===== src/rtl/sim_console_mon.sv =====
// rtl/sim_console_mon.sv - console byte snooper: per-channel line FIFOs, whole-line arbiter, pass/fail/timeout status
// Lines are forwarded atomically: a channel is only granted once a full line (or a full FIFO) is waiting.
module sim_console_mon #(
  parameter  int          NCH         = 2,
  parameter  int          DEPTH       = 64,
  parameter  int unsigned TIMEOUT_CYC = 32'd1000000,
  localparam int          CW          = (NCH > 1) ? $clog2(NCH) : 1
) (
  input  logic             sysclk_i,
  input  logic             rstn_i,
  input  logic [NCH-1:0]   wr_i,
  input  logic [8*NCH-1:0] wdata_i,
  output logic             out_valid_o,
  output logic [7:0]       out_data_o,
  output logic [CW-1:0]    out_chan_o,
  input  logic             out_ready_i,
  output logic [7:0]       sim_flag_o,
  output logic             pass_o,
  output logic             fail_o,
  output logic             timeout_o,
  output logic             done_o,
  output logic [15:0]      drop_cnt_o
);

  localparam int          AW     = $clog2(DEPTH);
  localparam int          LASTI  = DEPTH - 1;
  localparam logic [AW:0] FULL   = DEPTH[AW:0];
  localparam logic [AW:0] LAST   = LASTI[AW:0];
  localparam logic [31:0] PASS_W = 32'h50415353;
  localparam logic [31:0] FAIL_W = 32'h4641494C;

  typedef enum logic {IDLE = 1'b0, DRAIN = 1'b1} state_t;

  state_t          state_q, state_d;
  logic [7:0]      mem [NCH][DEPTH];
  logic [AW-1:0]   wptr_q [NCH];
  logic [AW-1:0]   rptr_q [NCH];
  logic [AW:0]     cnt_q [NCH];
  logic [AW:0]     lc_q [NCH];
  logic [23:0]     sh_q [NCH];
  logic [7:0]      wbyte [NCH];
  logic [7:0]      head [NCH];
  logic [NCH-1:0]  push, pop, elig;
  logic [CW-1:0]   rr_q, rr_d, grant_q, grant_d, pick;
  logic            any_elig;
  logic [AW:0]     acc_q, acc_d;
  logic            vld_q, vld_d;
  logic [7:0]      data_q, data_d;
  logic [3:0]      ndrop;
  logic            pass_hit, fail_hit;
  logic [16:0]     drop_sum;
  logic [15:0]     drop_q;
  logic            pass_q, fail_q, to_q, done;
  logic [31:0]     idle_q;

  // A write is refused whenever the FIFO was full at the start of the cycle, even if a pop frees a slot.
  always_comb begin
    ndrop    = '0;
    pass_hit = 1'b0;
    fail_hit = 1'b0;
    for (int c = 0; c < NCH; c++) begin
      wbyte[c] = wdata_i[8*c +: 8];
      head[c]  = mem[c][rptr_q[c]];
      push[c]  = wr_i[c] && (cnt_q[c] != FULL);
      elig[c]  = (lc_q[c] != '0) || (cnt_q[c] == FULL);
      if (wr_i[c] && !push[c]) ndrop = ndrop + 4'd1;
      if (wr_i[c] && ({sh_q[c], wbyte[c]} == PASS_W)) pass_hit = 1'b1;
      if (wr_i[c] && ({sh_q[c], wbyte[c]} == FAIL_W)) fail_hit = 1'b1;
    end
  end

  // Scan downwards so the lowest offset after the last grant wins.
  always_comb begin
    pick     = rr_q;
    any_elig = 1'b0;
    for (int i = NCH; i >= 1; i--) begin
      if (elig[(int'(rr_q) + i) % NCH]) begin
        pick     = CW'((int'(rr_q) + i) % NCH);
        any_elig = 1'b1;
      end
    end
  end

  always_comb begin
    state_d = state_q;
    rr_d    = rr_q;
    grant_d = grant_q;
    acc_d   = acc_q;
    vld_d   = vld_q;
    data_d  = data_q;
    pop     = '0;
    case (state_q)
      IDLE: begin
        if (any_elig) begin
          state_d   = DRAIN;
          rr_d      = pick;
          grant_d   = pick;
          acc_d     = '0;
          pop[pick] = 1'b1;
          vld_d     = 1'b1;
          data_d    = head[pick];
        end
      end
      DRAIN: begin
        if (vld_q && out_ready_i) begin
          acc_d = acc_q + (AW+1)'(1);
          if (data_q == 8'h0A || acc_q == LAST) begin
            vld_d   = 1'b0;
            state_d = IDLE;
          end else if (cnt_q[grant_q] != '0) begin
            pop[grant_q] = 1'b1;
            data_d       = head[grant_q];
          end else begin
            vld_d = 1'b0;
          end
        end else if (!vld_q && cnt_q[grant_q] != '0) begin
          pop[grant_q] = 1'b1;
          vld_d        = 1'b1;
          data_d       = head[grant_q];
        end
      end
      default: state_d = IDLE;
    endcase
  end

  always_ff @(posedge sysclk_i) begin
    for (int c = 0; c < NCH; c++) begin
      if (push[c]) mem[c][wptr_q[c]] <= wbyte[c];
    end
  end

  always_ff @(posedge sysclk_i or negedge rstn_i) begin
    if (!rstn_i) begin
      for (int c = 0; c < NCH; c++) begin
        wptr_q[c] <= '0;
        rptr_q[c] <= '0;
        cnt_q[c]  <= '0;
        lc_q[c]   <= '0;
        sh_q[c]   <= '0;
      end
    end else begin
      for (int c = 0; c < NCH; c++) begin
        if (push[c]) wptr_q[c] <= wptr_q[c] + AW'(1);
        if (pop[c])  rptr_q[c] <= rptr_q[c] + AW'(1);
        if (wr_i[c]) sh_q[c]   <= {sh_q[c][15:0], wbyte[c]};
        cnt_q[c] <= cnt_q[c] + {{AW{1'b0}}, push[c]} - {{AW{1'b0}}, pop[c]};
        lc_q[c]  <= lc_q[c] + {{AW{1'b0}}, (push[c] && wbyte[c] == 8'h0A)}
                            - {{AW{1'b0}}, (pop[c] && head[c] == 8'h0A)};
      end
    end
  end

  always_ff @(posedge sysclk_i or negedge rstn_i) begin
    if (!rstn_i) begin
      state_q <= IDLE;
      rr_q    <= CW'(NCH - 1);
      grant_q <= '0;
      acc_q   <= '0;
      vld_q   <= 1'b0;
      data_q  <= '0;
    end else begin
      state_q <= state_d;
      rr_q    <= rr_d;
      grant_q <= grant_d;
      acc_q   <= acc_d;
      vld_q   <= vld_d;
      data_q  <= data_d;
    end
  end

  assign done     = pass_q | fail_q | to_q;
  assign drop_sum = {1'b0, drop_q} + {13'd0, ndrop};

  always_ff @(posedge sysclk_i or negedge rstn_i) begin
    if (!rstn_i) begin
      drop_q <= '0;
      pass_q <= 1'b0;
      fail_q <= 1'b0;
      to_q   <= 1'b0;
      idle_q <= '0;
    end else begin
      drop_q <= drop_sum[16] ? 16'hFFFF : drop_sum[15:0];
      if (pass_hit) pass_q <= 1'b1;
      if (fail_hit) fail_q <= 1'b1;
      if (|wr_i) begin
        idle_q <= '0;
      end else if (!done) begin
        idle_q <= idle_q + 32'd1;
        if (TIMEOUT_CYC != 0 && (idle_q + 32'd1) == TIMEOUT_CYC) to_q <= 1'b1;
      end
    end
  end

  assign out_valid_o = vld_q;
  assign out_data_o  = data_q;
  assign out_chan_o  = grant_q;
  assign sim_flag_o  = wr_i[0] ? wdata_i[7:0] : 8'h00;
  assign pass_o      = pass_q;
  assign fail_o      = fail_q;
  assign timeout_o   = to_q;
  assign done_o      = done;
  assign drop_cnt_o  = drop_q;

endmodule


===== config.mk =====
export PLATFORM = sky130hd
export DESIGN_NAME = sim_console_mon
export DESIGN_NICKNAME = d
export VERILOG_FILES = /design/src/rtl/sim_console_mon.sv
export SDC_FILE = /design/constraint.sdc
export NUM_CORES = 1
export LEC_CHECK = 0
export CORE_ASPECT_RATIO = 1.4
export CORE_MARGIN = 10
export CORE_UTILIZATION = 28
export CTS_BUF_LIST = sky130_fd_sc_hd__clkbuf_8
export DETAILED_ROUTE_END_ITERATION = 16
export GPL_TIMING_DRIVEN = 1
export HOLD_SLACK_MARGIN = 0.08
export PLACE_DENSITY_LB_ADDON = 0.25
export SETUP_SLACK_MARGIN = 0.4
export SYNTH_ARGS = -nofsm -noshare
export SYNTH_HDL_FRONTEND = slang
export SYNTH_SLANG_ARGS = --single-unit

===== constraint.sdc =====
create_clock -name sysclk_i -period 11.4 [get_ports sysclk_i]
set_input_delay 1.71 -clock sysclk_i [delete_from_list [all_inputs] [get_ports sysclk_i]]
set_output_delay 1.71 -clock sysclk_i [all_outputs]
set_load 0.05 [all_outputs]

; ---- Word level (Yosys, flattened, before mapping)
; Memory sizes are Yosys's and may differ from the RTL's.
; Cells that the tools add are included.
[word_totals]
n_memories = 1
output_inout_bits = 38
ramBits = 1024
inputBits = 21
reg_bits = 170
[memory_table]
columns = name, depth, width, read_ports, rd_clocked_by_memory_dff, wr, line
row1 = mem, 2, 512, 2, 0, 2, 35  ; logic [7:0] mem [NCH][DEPTH];
[op_classes]
n_eq_ne = 22
order_cmp = 14
n_mux = 72
add_sub_neg = 18
n_bitwise = 13
n_reduce_logical = 33
[op_table]
columns = op, n
row1 = 512-bit 2-to-1 mux, 2
row2 = 8-bit 2-to-1 mux, 18
row3 = "32-bit by 31-bit == test with 1-bit output, second input constant", 4
row4 = 8-bit binary-select mux with 6-bit select, 2
row5 = 8-bit demux with 6-bit select, 2
row6 = 32-bit 2-to-1 mux, 2
row7 = "8-bit by 4-bit == test with 1-bit output, second input constant", 5
row8 = 7-bit 2-to-1 mux, 5
row9 = "32-bit by 1-bit adder with 32-bit output, second input constant", 1
row10 = "32-bit by 20-bit == test with 1-bit output, second input constant", 1
row11 = 7-bit by 1-bit adder with 7-bit output, 4
row12 = "7-bit greater-or-equal comparator, second input constant", 4
row13 = 6-bit NOT with 7-bit output, 4
row14 = 7-bit by 1-bit subtractor with 7-bit output, 4
row15 = 1-bit 2-to-1 mux, 27
row16 = "6-bit by 1-bit adder with 6-bit output, second input constant", 4
row17 = 7-bit nonzero test, 3
row18 = 1-bit logical AND, 18
row19 = 16-bit by 4-bit adder with 17-bit output, 1
row20 = 16-bit 2-to-1 mux, 1
row21 = 8-bit case mux with 2 select lines, 1
row22 = "7-bit == test, second input constant", 2
row23 = "7-bit by 1-bit less-than comparator with 1-bit output, second input constant", 2
row24 = "7-bit != test, second input constant", 2
row25 = 30 further kinds, 53

; ---- Depth between registers and ports, before layout
[logic_depth]
depth_word = 15
depth_mapped = 24

; ---- Worst setup path after synthesis
; OpenSTA, ideal clock, no wires.
[synth_path]
kind = input-to-reg
startpoint = input port out_ready_i
endpoint = register lc_q[6] (netlist bit)
path_stages = 18
setup_ps = 125
t_arrival_ps = 4410
n_path_buf = 0
setup_slack_ps = 6865
path_cell_list = inv_1 -> o31ai_1 -> a32o_1 -> nor4b_2 -> nand4_1 -> nor4b_2 -> ha_1 -> inv_1 -> ha_1 -> inv_1 -> fa_1 -> inv_1 -> a21oi_1 -> nor2_1 -> o21ai_0 -> a21oi_1 -> nor2_1 -> xnor2_1
[synth_via]
elab_chain_cells = 5
[synth_lines]
columns = item, line
row1 = from (decl), 16  ; input logic out_ready_i,
row2 = 1-bit logical AND, 105  ; if (vld_q && out_ready_i) begin
row3 = 2-bit 2-to-1 mux, 105
row4 = 2-bit case mux with 2 select lines, 92  ; case (state_q)
row5 = 1-bit logical AND, 148  ; - {{AW{1'b0}}, (pop[c] && head[c] == 8'h0A)};
row6 = 7-bit by 1-bit subtractor with 7-bit output, 148
row7 = "to (signal, indexed assignment)", 147  ; lc_q[c] <= lc_q[c] + {{AW{1'b0}}, (push[c] && wbyte[c] == 8'h0A)}
row8 = to (decl), 39  ; logic [AW:0] lc_q [NCH];
; Every way passes these cells.
; A chain may end at the register's enable or synchronous reset.

; ---- Worst setup path after layout
[layout_path]
startpoint = input port wr_i[0]
endpoint = output port sim_flag_o[4]
[layout_via]
elab_chain_cells = 1
[layout_lines]
columns = item, line
row1 = from (decl), 11  ; input logic [NCH-1:0] wr_i,
row2 = 8-bit 2-to-1 mux, 197  ; assign sim_flag_o = wr_i[0] ? wdata_i[7:0] : 8'h00;
row3 = to (decl), 17  ; output logic [7:0] sim_flag_o,
; Every way passes these cells.

==> key figures <==
Final layout
  – Fin nets: 3078
  – Share of layout cells above drive strength 1: 18.4%
  – Non-filler cells in the finished layout: 5449
  – Synth-to-Final Area Change: 14.1%
  – Final Cell Area: 55700 sq um

Synth
  – Syn Area/Cell: 17.1 sq um
  – Cell variety after synth: 81
  – Ys async rst share: 14.2%
  – Sequential area share after synthesis: 71.8%
  – Post-synth EDFFs: 1024
  – Primary FF master, synth: edfxtp_1
  – Register bit total from synthesis: 1194
  – Cells after Synth: 2848
  – Mapped Nets: 2920
  – Mapped cell area: 48800 sq um
  – Yosys warns: 0

STA
  – Final Slew Violations: 0
  – RSZ-0062 raised after global routing: no
  – Least-Margin Pin Slew: 1.17 ns
  – Post-route setup slack: 5.64 ns
  – Fin. Hold Viols: 0
  – Setup Skew: 0.0450 ns
  – Crit share post-route: 50.5%
  – Setup_tns: 0 ns
  – Final setup vio count: 0
  – Min cycle time layout: 5.76 ns
  – Fmax: 0.174 GHz
  – Slew HR: 21.5%

Worst hold path
  – Hold Path Origin: acc_q[6]$_DFFE_PN0P_
  – Hold crit path type: flop to flop

Route
  – Post-Route WL: 129 mm
  – Drt drc: 0
  – Initial drt markers: 1926
  – Drt via density: 4.74
  – Per-cell routed wire length: 23.7 um
  – Vias: 25824
  – Antenna-violating nets left: 0
  – TritonRoute pass-1 iters: 5

Global route
  – Total track usage: 13.2%
  – Remaining Overflow, GRT: 0
  – Busiest grt layer: met2
  – Routing usage on met1: 15.5%
  – GR Util met3: 2.59%
  – Met2 Use GR: 23.3%
  – Largest net degree at the start of global routing: 78
  – Vias in the first global route: 27313
  – Wire length of the first global-routing pass: 189 mm
  – Initial antenna violation count: 6

Power and ir drop
  – Leak pwr: 18.6 nW
  – Total chip power: 12.3 mW
  – Power Dens Cells: 221 nW/um^2
  – Maximum VDD drop: 0.186 mV

CTS
  – Max Buffers Root-to-Sink: 3
  – TritonCTS Buffers: 187
  – H-tree depth: 4
  – Clock root buffer: clkbuf_8
  – Postcts setup bufs: 0
  – Clk sinks: 1194
  – CTS Hold Bufs: 0
  – Post_cts resized: 0
  – Clk pin slew, worst setup/hold paths: 0.06 ns
  – CTS tree: yes
  – Skew-Pair Late Insertion Delay: 0.90 ns

Setup path
  – CP max FO: 26
  – Critical path arrival: 4.05 ns
  – Data required time of the critical path: 9.69 ns
  – Worst flop-to-flop path startpoint: rptr_q[3]$_DFFE_PN0N_
  – Crit path launch type: input pin
  – CP Launch Point: wr_i[0]
  – Critical path class: input pin to output pin
  – Critical Path End Type: output pin

Floorplan
  – Number of I/O pins: 59
  – Die Wd: 373 um
  – Die area: 192000 sq um
  – Height of the chip: 514 um
  – Std-Cell Core Area: 173000 sq um
  – Initial Util: 28.1%
  – Floorplan row count: 181

Flow run
  – Max Cap Viol: 0

Status
  – Status: finished, final reports clean

Placement
  – GPL Wtd Cong: 0.801
  – Cells after DPL: 5104
  – PortBufs: 58
  – Placed Instance Area: 51900 sq um
  – Final HPWL DP: 82.2 mm
  – Pre-CTS setup slack: 4.74 ns
## per-layer routing
layer  up-vias  share of wire (%)
li1      11568                  -
met1     13386                 40
met2       622                 52
met3       248                4.7
met4         0                4.1
met5         -                  0
## layout by cell type (no fill, tap or decap), types with 23 or more instances in the layout
master	instances
o21ai_0	43
mux4_2	170
clkdlybuf4s50_1	41
xor2_1	35
nand3_1	41
mux2i_1	184
ha_1	46
xnor2_1	51
edfxtp_1	1024
nor3_1	27
nand4_1	25
a221oi_1	23
nand2_1	98
o221ai_1	50
clkbuf_8	205
inv_1	122
clkinv_1	31
a21oi_1	72
buf_4	48
mux2_2	59
nor2_1	242
clkinv_2	28
dfrtp_1	162
## sequential cells by signal (all words and copies together), names as in the netlist
name	flops
idle_q	32
out_valid_o	1
pass_o	1
rr_q	1
fail_o	1
mem	1024
acc_q	7
out_chan_o	1
drop_cnt_o	16
timeout_o	1
state_q	1
cnt_q	14
sh_q	48
rptr_q	12
wptr_q	12
out_data_o	8
lc_q	14
## worst max-delay path: stages
cell and delay (ns):
clkdlybuf4s50_1 1.15, nand2_1 0.18, inv_1 0.16, clkdlybuf4s50_1 0.84
## synthesized netlist by cell type, types with 12 or more instances
library cell  instances  area (sq um)
a221oi_1             23           201
o21ai_1              12          60.1
clkbuf_1             57           214
a22oi_1              14           105
o221ai_1             50           438
a21oi_1              72           360
mux2i_1             184          1840
nor3_1               28           140
xor2_1               35           307
buf_2                43           215
inv_1                65           244
o21ai_0              43           215
mux4_2              170          3830
and2_1               22           138
nor2b_1              16           100
ha_1                 46           576
and3_1               13          81.3
nand4_1              25           156
buf_1                14          52.6
nand3_1              41           205
nor2_1              243           912
xnor2_1              51           447
edfxtp_1           1024         30700
buf_4                22           165
o22ai_1              18           113
a211oi_1             14           105
mux2_2               59           664
nand2_1              98           368
a21o_1               12          90.1
dfrtp_1             169          4230
## final cells by class
type                            instances  area [sq um]
Antenna cell                            2          5.00
Clock buffer                          204          2810
Clock inverter                        139           951
Fill cell                           16952        118000
Inverter                               68           255
Multi-Input combinational cell       1447         12800
Sequential cell                      1194         35000
Tap cell                             2287          2860
Timing Repair Buffer                  108           905
## where the power goes
group,total (mW),switching (mW),internal [mW]
combinational,3.26,1.92,1.34
clock,3.66,1.75,1.91
sequential,5.40,0.362,5.03
total,12.3,4.03,8.28
## logic make-up (layout without fill, tap and decap cells)
kind of cell	after synthesis	count (layout)	synth area share, %
flip-flops	1194	1194	71.8
other	0	2	0
buffers and inverters	207	519	1.92
AO/OA/AOI/OAI	327	327	4.72
XOR/XNOR	86	86	1.54
adder cells (fa/ha/maj)	51	51	1.39
multiplexers	415	415	13.0
AND/OR/NAND/NOR	568	568	5.64
## path summary, 6_finish.rpt
check	endpoint	slack, ns	depth (start not counted)
max	sim_flag_o[4]	5.64	4
min	acc_q[6]$_DFFE_PN0P_	0.49	1
max reg2reg	lc_q[6]$_DFF_PN0_	5.68	21
min reg2reg	acc_q[6]$_DFFE_PN0P_	0.49	1
max in group asynchronous	rptr_q[0]$_DFFE_PN0N_	8.52	3
min in group asynchronous	drop_cnt_o[13]$_DFF_PN0_	0.79	1
## per-stage QoR
| step | utilization (%) | hold WS (ns) |
|---|---|---|
| 2_1_floorplan | - | 0.450 |
| 3_3_place_gp | 29.9 | 0.463 |
| 3_5_place_dp | 29.9 | 0.479 |
| 4_1_cts | 32.1 | 0.487 |
| 5_1_grt | 32.1 | 0.520 |
| 6_report | 32.1 | 0.487 |
Note: power is estimated with default switching activity, not from simulation.
